===== src/rtl/rr_mux_pkg.sv =====
// Shared constants for the round-robin 2:1 mux stage: channel ids and output-register state encoding.
package rr_mux_pkg;

  localparam logic CH0 = 1'b0;
  localparam logic CH1 = 1'b1;

  typedef logic [0:0] state_t;
  localparam state_t ST_EMPTY = 1'b0;
  localparam state_t ST_FULL  = 1'b1;

endpackage


===== src/rtl/rr_mux2_stage_if.sv =====
// Two producer channels, one registered consumer channel and per-channel transfer counters.
interface rr_mux2_stage_if #(
  parameter int WIDTH = 8,
  parameter int CNT_W = 16
);
  logic             in0_valid;
  logic [WIDTH-1:0] in0_data;
  logic             in0_ready;
  logic             in1_valid;
  logic [WIDTH-1:0] in1_data;
  logic             in1_ready;
  logic             out_valid;
  logic [WIDTH-1:0] out_data;
  logic             out_sel;
  logic             out_ready;
  logic [CNT_W-1:0] cnt0;
  logic [CNT_W-1:0] cnt1;

  modport master (
    output in0_valid, in0_data, in1_valid, in1_data, out_ready,
    input  in0_ready, in1_ready, out_valid, out_data, out_sel, cnt0, cnt1
  );

  modport slave (
    input  in0_valid, in0_data, in1_valid, in1_data, out_ready,
    output in0_ready, in1_ready, out_valid, out_data, out_sel, cnt0, cnt1
  );
endinterface


===== src/rtl/rr_mux2_stage_arb2.sv =====
// Combinational two-way round-robin arbiter: grants the requester that did not win last.
// Zero latency; en=0 suppresses every grant.
module rr_arb2
  import rr_mux_pkg::*;
(
  input  logic [1:0] req,
  input  logic       last,
  input  logic       en,
  output logic [1:0] gnt
);

  assign gnt[0] = en && req[0] && (!req[1] || (last == CH1));
  assign gnt[1] = en && req[1] && (!req[0] || (last == CH0));

endmodule


===== src/rtl/rr_mux2_stage.sv =====
// Round-robin 2:1 mux stage with a registered output word, source select and saturating counters.
// Latency 1 cycle; ready is withheld from both producers while the held word is not taken.
module rr_mux2_stage
  import rr_mux_pkg::*;
#(
  parameter int WIDTH = 8,
  parameter int CNT_W = 16
)(
  input logic             clk,
  input logic             rst,
  rr_mux2_stage_if.slave  bus
);

  state_t           state;
  logic             last;
  logic [WIDTH-1:0] data_q;
  logic             sel_q;
  logic [CNT_W-1:0] cnt0_q;
  logic [CNT_W-1:0] cnt1_q;
  logic             can_load;
  logic [1:0]       gnt;

  assign can_load = (state == ST_EMPTY) || bus.out_ready;

  // Holding off grants during reset keeps producers from losing a word that reset would discard.
  rr_arb2 u_arb (
    .req ({bus.in1_valid, bus.in0_valid}),
    .last(last),
    .en  (can_load && !rst),
    .gnt (gnt)
  );

  assign bus.in0_ready = gnt[0];
  assign bus.in1_ready = gnt[1];
  assign bus.out_valid = (state == ST_FULL);
  assign bus.out_data  = data_q;
  assign bus.out_sel   = sel_q;
  assign bus.cnt0      = cnt0_q;
  assign bus.cnt1      = cnt1_q;

  always_ff @(posedge clk) begin
    if (rst) begin
      state  <= ST_EMPTY;
      data_q <= '0;
      sel_q  <= CH0;
      last   <= CH1;
      cnt0_q <= '0;
      cnt1_q <= '0;
    end else begin
      if (gnt != 2'b00) begin
        state  <= ST_FULL;
        data_q <= gnt[1] ? bus.in1_data : bus.in0_data;
        sel_q  <= gnt[1] ? CH1 : CH0;
        last   <= gnt[1] ? CH1 : CH0;
      end else if (bus.out_ready) begin
        state  <= ST_EMPTY;
      end
      if (gnt[0] && (cnt0_q != '1)) cnt0_q <= cnt0_q + 1'b1;
      if (gnt[1] && (cnt1_q != '1)) cnt1_q <= cnt1_q + 1'b1;
    end
  end

endmodule


===== src/flat_wrapper.sv =====
// flat-port wrapper written by rule: the top's interface ports become plain ports
module rr_mux2_stage_flat import rr_mux_pkg::*;
#(
  parameter int WIDTH = 8,
  parameter int CNT_W = 16
)
  (clk, rst, bus_in0_valid, bus_in0_data, bus_in1_valid, bus_in1_data, bus_out_ready, bus_in0_ready, bus_in1_ready, bus_out_valid, bus_out_data, bus_out_sel, bus_cnt0, bus_cnt1);
  rr_mux2_stage_if #(.WIDTH(WIDTH), .CNT_W(CNT_W)) bus_i ();
  input logic clk;
  input logic rst;
  input wire logic [$bits(bus_i.in0_valid)-1:0] bus_in0_valid;
  input wire logic [$bits(bus_i.in0_data)-1:0] bus_in0_data;
  input wire logic [$bits(bus_i.in1_valid)-1:0] bus_in1_valid;
  input wire logic [$bits(bus_i.in1_data)-1:0] bus_in1_data;
  input wire logic [$bits(bus_i.out_ready)-1:0] bus_out_ready;
  output wire logic [$bits(bus_i.in0_ready)-1:0] bus_in0_ready;
  output wire logic [$bits(bus_i.in1_ready)-1:0] bus_in1_ready;
  output wire logic [$bits(bus_i.out_valid)-1:0] bus_out_valid;
  output wire logic [$bits(bus_i.out_data)-1:0] bus_out_data;
  output wire logic [$bits(bus_i.out_sel)-1:0] bus_out_sel;
  output wire logic [$bits(bus_i.cnt0)-1:0] bus_cnt0;
  output wire logic [$bits(bus_i.cnt1)-1:0] bus_cnt1;
  assign bus_i.in0_valid = bus_in0_valid;
  assign bus_i.in0_data = bus_in0_data;
  assign bus_i.in1_valid = bus_in1_valid;
  assign bus_i.in1_data = bus_in1_data;
  assign bus_i.out_ready = bus_out_ready;
  assign bus_in0_ready = bus_i.in0_ready;
  assign bus_in1_ready = bus_i.in1_ready;
  assign bus_out_valid = bus_i.out_valid;
  assign bus_out_data = bus_i.out_data;
  assign bus_out_sel = bus_i.out_sel;
  assign bus_cnt0 = bus_i.cnt0;
  assign bus_cnt1 = bus_i.cnt1;
  rr_mux2_stage #(.WIDTH(WIDTH), .CNT_W(CNT_W)) u_core (.clk(clk), .rst(rst), .bus(bus_i));
endmodule

===== config.mk =====
export PLATFORM = sky130hd
export DESIGN_NAME = rr_mux2_stage_flat
export DESIGN_NICKNAME = d
export VERILOG_FILES = /design/src/rtl/rr_mux_pkg.sv /design/src/rtl/rr_mux2_stage_if.sv /design/src/rtl/rr_mux2_stage_arb2.sv /design/src/rtl/rr_mux2_stage.sv /design/src/flat_wrapper.sv
export SDC_FILE = /design/constraint.sdc
export NUM_CORES = 1
export LEC_CHECK = 0
export BUFFER_PORTS_ARGS = -buffer_cell sky130_fd_sc_hd__buf_2
export CAP_MARGIN = 15
export CORE_MARGIN = 2
export CORE_UTILIZATION = 54
export DETAILED_ROUTE_END_ITERATION = 10
export PLACE_DENSITY_LB_ADDON = 0.2
export SYNTH_ARGS = -nofsm -noshare
export SYNTH_HDL_FRONTEND = slang
export SYNTH_HIERARCHICAL = 1
export SYNTH_SLANG_ARGS = --single-unit

===== constraint.sdc =====
create_clock -name clk -period 3.89 [get_ports clk]
set_clock_uncertainty 0.05 [all_clocks]
set_input_delay 0.1945 -clock clk [delete_from_list [all_inputs] [get_ports clk]]
set_output_delay 0.1945 -clock clk [all_outputs]
set_load 0.05 [all_outputs]

## After elaboration in Yosys (flattened, before gate mapping)

Cells that the tools add are included.

| word-level totals | value |
|---|---|
| output and inout bits | 44 |
| input port bits | 21 |
| register bits | 43 |
| logic and storage cells | 31 |

| cells by class | value |
|---|---|
| equal/unequal tests | 2 |
| reductions and logical operators | 15 |
| multiplexer cells | 4 |
| bitwise logic cells | 2 |
| $add $sub $neg | 2 |

Operators by type and width:

| operator | number |
|---|---|
| $add A16 B1 Y16 const B | 2 |
| $ne A16 B16 Y1 const B | 2 |
| $mux W8 | 1 |
| $logic_and A1 B1 Y1 | 7 |
| $reduce_bool A2 Y1 | 2 |
| $logic_not A1 Y1 | 3 |
| $logic_or A1 B1 Y1 | 3 |
| $mux W1 | 3 |
| $not A1 Y1 | 2 |

## Logic depth before layout (Yosys ltp)

Gate-level depths: netlist of run 1.

| logic depth | value |
|---|---|
| depth in word-level cells | 7 |
| depth in mapped cells | 12 |
| gate-level depth less buffers | 8 |

## Modules after synthesis

The synthesis of run 1 kept the hierarchy.

By module, submodules not included:

| module | seq. area each (µm²) | times used | cells each | area an instance (µm²) |
|---|---|---|---|---|
| rr_mux2_stage | 860.8 | 1 | 241 | 2031.9 |
| rr_arb2 | 0.0 | 1 | 5 | 21.3 |

## Worst setup path after synthesis of run 1

Ideal clock, no wire load.

| path | value |
|---|---|
| path type | in2reg |
| start point | input port rst |
| end point | register u_core.cnt1_q[13], in the netlist u_core/bus.cnt1[13] |
| cell stages on the path | 12 |
| data arrival time | 3.297 ns |
| buffers on the path | 5 |
| required time | 3.719 ns |
| setup slack | 0.422 ns |
| setup time | 0.121 ns |
| cell sequence | clkbuf_1 clkbuf_1 clkbuf_1 nor2_1 nand2_1 a21oi_1 buf_2 nand4_1 or3_1 clkbuf_1 nor4_1 mux2_2 |

| between the ends | value |
|---|---|
| cells in the longest elaborated chain, start to end | 5 |

RTL lines:

| element | line | source |
|---|---|---|
| start: declaration | flat_wrapper.sv:10 | `input logic rst;` |
| $logic_not A1 Y1 | rr_mux2_stage.sv:29 | `.en (can_load && !rst),` |
| $logic_and A1 B1 Y1 | rr_mux2_stage.sv:29 |  |
| $logic_and A1 B1 Y1 (2 in series) | rr_mux2_stage_arb2.sv:13 | `assign gnt[1] = en && req[1] && (!req[0] \|\| (last == CH0));` |
| named net bus_in1_ready | flat_wrapper.sv:17 | `output wire logic [$bits(bus_i.in1_ready)-1:0] bus_in1_ready;` |
| $logic_and A1 B1 Y1 | rr_mux2_stage.sv:59 | `if (gnt[1] && (cnt1_q != '1)) cnt1_q <= cnt1_q + 1'b1;` |
| end signal: assignment | rr_mux2_stage.sv:59 |  |
| end: declaration | rr_mux2_stage.sv:19 | `logic [CNT_W-1:0] cnt1_q;` |

The timed path passes the listed nets, and every way through them passes these cells.
A chain may end at the register's enable or synchronous reset.

## Final worst setup path of run 1

| path | value |
|---|---|
| start point | register u_core.state, in the netlist u_core/bus.out_valid |
| end point | register u_core.cnt1_q[14], in the netlist u_core/bus.cnt1[14] |

| between the ends | value |
|---|---|
| cells in the longest elaborated chain, start to end | 6 |

RTL lines:

| element | line | source |
|---|---|---|
| start: declaration | rr_mux2_stage.sv:14 | `state_t state;` |
| start signal: assignment | rr_mux2_stage.sv:43 | `state <= ST_EMPTY;` |
| start signal: assignment | rr_mux2_stage.sv:51 | `state <= ST_FULL;` |
| start signal: assignment | rr_mux2_stage.sv:56 | `state <= ST_EMPTY;` |
| $not A1 Y1 | rr_mux2_stage.sv:23 | `assign can_load = (state == ST_EMPTY) \|\| bus.out_ready;` |
| $logic_or A1 B1 Y1 | rr_mux2_stage.sv:23 |  |
| $logic_and A1 B1 Y1 | rr_mux2_stage.sv:29 |  |
| $logic_and A1 B1 Y1 (2 in series) | rr_mux2_stage_arb2.sv:13 |  |
| $logic_and A1 B1 Y1 | rr_mux2_stage.sv:59 |  |

Every way passes these cells.

==> results of run 1 <==
## cells by family (layout without fill, tap and decap cells)
family,after synthesis,after routing,share of synthesized area
AND/OR/NAND/NOR,108,108,0.277
AO/OA/AOI/OAI,61,61,0.190
flip-flops,43,43,0.419
buffers and inverters,18,81,0.0341
multiplexers,11,11,0.0542
XOR/XNOR,3,3,0.0128
adder cells (fa/ha/maj),2,2,0.0122
## registers in the layout, summed over array words and instances, names as in the netlist
register / count
u_core/bus.out_data: 8
u_core/bus.out_sel: 1
u_core/bus.cnt1: 16
u_core/bus.cnt0: 16
u_core/last: 1
u_core/bus.out_valid: 1
## worst min-delay path: cells and delay by family
kind / cells / cell delay [ns]
and+or+nand+nor: 1 / 0.07
AOI/OAI and AO/OA: 1 / 0.05
buffers and inverters: 1 / 0.08
## layout by cell type (no fill, tap or decap), types with 3 or more instances in the layout
master and n:
nand4_1 7, nor3_1 6, o41ai_1 6, mux2i_1 10, clkbuf_8 6, nand2_1 16
dfxtp_1 43, o21ai_0 9, nor4_1 6, or3_2 3, buf_2 64, xor2_1 3
a21oi_1 28, o31ai_1 6, o311ai_0 3, nor2_1 34, inv_1 7, nand3_1 9
or4_1 8, or3_1 9, buf_4 3
## per-layer routing
| layer | vias to the layer above | track usage | share of wire |
|---|---|---|---|
| met5 | - | 0 | 0 |
| met4 | 0 | 0.128 | 0.014 |
| met3 | 5 | 0.0497 | 0.060 |
| met2 | 68 | 0.385 | 0.48 |
| met1 | 967 | 0.294 | 0.45 |
| li1 | 1043 | - | - |
## power groups by stage
stage | logic, W | registers, W | clock network [W]
CTS | 0.000109 | 0.000458 | 0.000293
global route | 0.000117 | 0.000460 | 0.000307
finish | 0.000109 | 0.000458 | 0.000284
floorplan | 0.0000459 | 0.000502 | 0
global placement | 0.000107 | 0.000468 | 0
detailed placement | 0.000109 | 0.000469 | 0
## cell type report
cell class              count  area [um2]  share of cell area
well taps                  48        60.1              0.0240
multi-input cells         185        1120               0.449
repair buffers             67         343               0.137
clock inverters             1        5.00             0.00200
clock buffers               6        82.6              0.0330
inverters                   7        26.3              0.0105
flip-flops and latches     43         861               0.344
## metrics by stage
stage	worst slack [ns]	cells	power [W]	utilization	cell area, um2
CTS	1.53	357	0.000860	0.683	2500
global placement	1.39	350	0.000576	0.659	2410
floorplan	0.422	246	0.000548	-	2050
finish	1.49	357	0.000851	0.683	2500
detailed placement	1.32	350	0.000577	0.659	2410
global route	1.17	357	0.000885	0.683	2500
## worst max path at each step
stage / start / to / slack (ns) / depth (start not counted)
2_1_floorplan: rst / u_core/bus.cnt1[13] / 0.42 / 12
3_3_place_gp: rst / u_core/bus.cnt1[14] / 1.39 / 9
3_5_place_dp: rst / u_core/bus.cnt1[14] / 1.32 / 9
4_1_cts: u_core/bus.out_valid / u_core/bus.cnt1[14] / 1.53 / 9
5_1_grt: u_core/bus.out_valid / u_core/bus.cnt1[14] / 1.17 / 9
6_report: u_core/bus.out_valid / u_core/bus.cnt1[14] / 1.49 / 9
==> flow_summary.toml, run 1 <==
[clocking]
cts_max_path_buffers = 2
numCtsBuffers = 5
root_buffer = "clkbuf_8"
cts_setup_buffers = 0
clock-sinks = 43
ctsResizeCount = 0
holdBufCountCts = 0
clock_latency_ns = 0.30
h-tree-depth = 2
clk_pin_slew_ns = 0.08
cts_tree = "done"

[worst_setup_path]
path_max_fanout = 25
end_kind = "flip-flop"
r2r_slack_ns = 1.49
crit_buf_inv = 1
path_cells = "nor2b_1, nor2_1, nand2_1, a21oi_1, buf_4, nand3_1, or4_1, o311ai_0, o41ai_1"
cp_data_arrival_time_ns = 2.50
r2r-end = "u_core/bus.cnt1[14]"
start_kind = "flip-flop"
crit_type = "reg -> reg"
required_ns = 3.99
critical-path-max-stage-delay_ns = 0.45
reg2reg_from = "u_core/bus.out_valid"
crit_family = "simple AND/OR/NAND/NOR gates"
crit_slowest_cell = "or4_1"
reg2reg_depth = 9

[logic_synthesis]
yosysTopAreaCell = "dfxtp_1"
ys_top_cells_by_count = "43 x dfxtp_1, 34 x nor2_1, 28 x a21oi_1, 16 x nand2_1, 10 x mux2i_1"
synth.area.top_cells = "dfxtp_1 42%, a21oi_1 6.8%, nor2_1 6.2%"
yosysSeqAreaShare = 0.419
synth_nets = 269
synth_ff_type = "dfxtp_1"
synthArstFlopShare = 0
ys_ff_latch = 43
yosys_warnings = 6
ys_types = 37
synth_cells = 246
synth_top_area_share = 0.419
synth-edff-count = 0
syn_area_mm2 = 0.00205
syn_area_per_cell_um2 = 8.35
synth_most_common_cell = "dfxtp_1"

[final_layout]
drive_gt1_frac = 0.272
nNetsFinal = 332
area_growth_syn_to_layout_pct = 21.8
antenna_cells = 0
num-fill-cells = 313

[sta]
period_needed_ns = 2.40
setup_viol = 0
min_period_over_period = 0.617
rsz0062_at_grt = "no"
final_hold_viol_count = 0
holdWs_ns = 0.0780
worst_slew_pin_slew_ns = 1.00
finalSetupTns_ns = 0
slew_viol_final = 0
fmax_mhz = 416
relSlewSlack = 0.324

[power]
clockPowerShare = 0.334
seq_power_share = 0.538
p_int_w = 0.000623
powerDensity_mw_per_mm2 = 340
ir_worst_vdd_mv = 0.257
switchingPower_w = 0.000229
pwr-share-comb = 0.128
p_sw_frac = 0.269
leakage_nw = 1.03

[detailed_routing]
dr.pass1.iters = 5
drt_wl_total_um = 4850
drt.antenna.violating_nets = 0
vias_per_cell = 5.83
drc_errors = 0
via_count = 2083
wl_per_cell_um = 13.6
dr.first_iter.drc_count = 105

[global_routing]
grtUsageTotal = 0.238
grt_pass1_wl_um = 7960
antenna_found_initial = 0
overflow = 0
grt_max_degree = 45
grt_pass1_vias = 1800

[floorplan]
num_rows = 22
ios = 65
die_h_um = 65.7
start_util = 0.561
dieArea_mm2 = 0.00431
core_area_mm2 = 0.00366
die_w_um = 65.7

[place]
numPortBuffers = 64
gp_congestion = 0.792
dp_hpwl_um = 3400

[hold_path]
whs_path_depth = 3
holdCritPathClass = "in -> reg"
worstHoldStart = "bus_in1_data[1]"
hold_path_end = "u_core/bus.out_data[1]"

[outcome]
run_status = "finished, final reports clean"

[flow_run]
drv_cap = 0
Power figures use the tool's default switching activity.
==> run 2: changes to the inputs <==
--- a/config.mk
+++ b/config.mk
@@ -5,10 +5,11 @@
 export SDC_FILE = /design/constraint.sdc
 export NUM_CORES = 1
 export LEC_CHECK = 0
+export ABC_AREA = 1
 export BUFFER_PORTS_ARGS = -buffer_cell sky130_fd_sc_hd__buf_2
 export CAP_MARGIN = 15
 export CORE_MARGIN = 2
-export CORE_UTILIZATION = 54
+export CORE_UTILIZATION = 47
 export DETAILED_ROUTE_END_ITERATION = 10
 export PLACE_DENSITY_LB_ADDON = 0.2
 export SYNTH_ARGS = -nofsm -noshare
==> constraint.sdc (replaced) <==
create_clock -name clk -period 2.1 [get_ports clk]
set_clock_uncertainty 0.05 [all_clocks]
set_input_delay 0.105 -clock clk [delete_from_list [all_inputs] [get_ports clk]]
set_output_delay 0.105 -clock clk [all_outputs]
set_load 0.05 [all_outputs]
==> run 2 against run 1 <==
Against the previous run:
- cell area grew 16%
- total power increased by 95%
- sequential power grew 86%
- first-iteration DRC count grew 16%
- clock-buffer cell count increased by 1
- clock power grew 110%
- setup slack got worse by 1.2 ns
- flip-flop and latch count unchanged
- global-route usage fell by 3.8 points
- non-clock buffer count shrank 1
- core utilization decreased by 10 points
- highest routed layer unchanged
==> flow_summary.toml, run 2 <==
[worst_setup_path]
end_kind = "flip-flop"
start_kind = "primary input"
r2r_slack_ns = 0.38
cp_data_arrival_time_ns = 1.99
critical-path-max-stage-delay_ns = 0.52
cpMostUsedCell = "nand2_1"
crit_slowest_cell = "dlygate4sd3_1"
crit_type = "in -> reg"
path_max_fanout = 6
required_ns = 2.25
path_cells = "dlygate4sd3_1, buf_2, inv_1, a21oi_1, nand2_1, a21oi_4, inv_2, nor2_2, nand2_1, nor2_1, nand3_1, nand2_1, nor2_1"

[clocking]
clock_latency_ns = 0.30
root_buffer = "clkbuf_8"
cts_setup_buffers = 0
cts_tree = "done"
h-tree-depth = 2
clock-sinks = 43
numCtsBuffers = 5
clk_pin_slew_ns = 0.09
cts_max_path_buffers = 2

[detailed_routing]
via_count = 2432
drc_errors = 0
vias_per_cell = 4.81
drt_wl_total_um = 5660
wl_per_cell_um = 11.2
dr.first_iter.drc_count = 122
dr.pass1.iters = 4
drt.antenna.violating_nets = 0

[floorplan]
core_area_mm2 = 0.00501
start_util = 0.480
die_h_um = 75.6
die_w_um = 75.6
num_rows = 26
dieArea_mm2 = 0.00571
ios = 65

[logic_synthesis]
synth.area.top_cells = "dfxtp_1 36%, nand2_1 18%, nor2_1 11%"
ys_types = 26
syn_area_mm2 = 0.00241
yosysTopAreaCell = "dfxtp_1"
synth_most_common_cell = "nand2_1"
synth_top_area_share = 0.358
synth_nets = 392
yosys_warnings = 6
synth_ff_type = "dfxtp_1"
synth-edff-count = 0
synthArstFlopShare = 0
ys_ff_latch = 43
ys_top_cells_by_count = "114 x nand2_1, 68 x nor2_1, 43 x dfxtp_1, 37 x nand3_1, 34 x inv_1"
yosysSeqAreaShare = 0.358
synth_cells = 369
syn_area_per_cell_um2 = 6.52

[final_layout]
mostFrequentLayoutCell = "nand2_1"
regArea_um2 = 862
finalNonFillerCells = 506
final_core_util = 0.580
antenna_cells = 0
num-fill-cells = 528
multi_input_area_mm2 = 0.00138
mostFrequentLayoutCells = "114 x nand2_1, 67 x nor2_1, 64 x buf_2, 42 x dfxtp_1, 37 x nand3_1"
area_growth_syn_to_layout_pct = 20.7
nNetsFinal = 458
drive_gt1_frac = 0.234

[global_routing]
grt_pass1_vias = 1962
overflow = 0
grt_use_met1 = 0.257
grt_use_met3 = 0.0476
grtUsageTotal = 0.200
grt_max_degree = 38
grtUsageMet2 = 0.327
antenna_found_initial = 0
globalRoute.busiestLayer = "met2"
grt_pass1_wl_um = 8790

[place]
place_ws_ns = 0.283
dp.cells = 497
dp_hpwl_um = 4120
numPortBuffers = 64
gp_congestion = 0.865

[sta]
period_needed_ns = 1.84
relSlewSlack = 0.575
setup_viol = 0
holdWs_ns = 0.0307
fmax_mhz = 543
worst_slew_pin_slew_ns = 0.636
setup_ws_ns = 0.257
finalSetupTns_ns = 0
slew_viol_final = 0
final_hold_viol_count = 0
rsz0062_at_grt = "no"
min_period_over_period = 0.878

[power]
ir_worst_vdd_mv = 0.280
leakage_nw = 1.44
powerDensity_mw_per_mm2 = 572

[hold_path]
holdCritPathClass = "in -> reg"

[flow_run]
drv_cap = 0

[outcome]
run_status = "finished, final reports clean"
-- run 2: area by class of cell --
type | count | area share
clock buffers | 7 | 0.0332
clock inverters | 1 | 0.00258
inverters | 37 | 0.0478
multi-input cells | 282 | 0.473
flip-flops and latches | 43 | 0.297
well taps | 70 | 0.0301
repair buffers | 66 | 0.116
-- run 2: routing by layer --
metal  vias to the layer above  share of wire
li1                       1295              -
met1                      1070           0.47
met2                        59           0.46
met3                         8          0.054
met4                         0          0.018
met5                         -              0
-- run 2: worst paths after layout --
| kind | startpoint | cells past startpoint | end |
|---|---|---|---|
| worst max-delay path | bus_out_ready | 13 | u_core/bus.cnt0[13] |
| worst min-delay path | rst | 2 | u_core/bus.cnt0[12] |
| worst max register to register | u_core/bus.out_valid | 10 | u_core/bus.cnt0[13] |
| worst min register to register | u_core/bus.out_valid | 2 | u_core/bus.out_valid |
-- run 2: kinds of logic (layout without fill, tap and decap cells) --
logic type | after synthesis | in the layout | share of synthesized area
buf+inv | 44 | 111 | 0.0811
xor+xnor | 1 | 1 | 0.00364
flops | 43 | 43 | 0.358
compound gates | 34 | 34 | 0.0775
simple gates | 245 | 245 | 0.470
fa+ha+maj | 2 | 2 | 0.0104
-- run 2: stage by stage --
step	cell area [um2]	power, W
3_3_place_gp	2790	0.00109
4_1_cts	2900	0.00169
2_1_floorplan	2430	0.00103
6_report	2910	0.00166
5_1_grt	2910	0.00174
3_5_place_dp	2790	0.00109
-- run 2: where the power goes --
part / internal (W) / switching (W) / total (W) / leakage [nW]
logic: 0.0000630 / 0.000158 / 0.000221 / 1.05
registers: 0.000835 / 0.0000160 / 0.000851 / 0.349
clock network: 0.000299 / 0.000291 / 0.000590 / 0.0505
total: 0.00120 / 0.000464 / 0.00166 / 1.44
-- run 2: what timing repair did --
action	in CTS	in global routing
resized for setup	0	2
setup endpoints to repair	0	3
endpoints found under the hold margin	1	0
hold buffers	1	0
-- run 2: worst max-delay path: cells and delay by family --
kind                   cells  cell delay (ns)
AOI/OAI and AO/OA          2             0.35
buffers and inverters      4             0.75
and+or+nand+nor            7             0.79
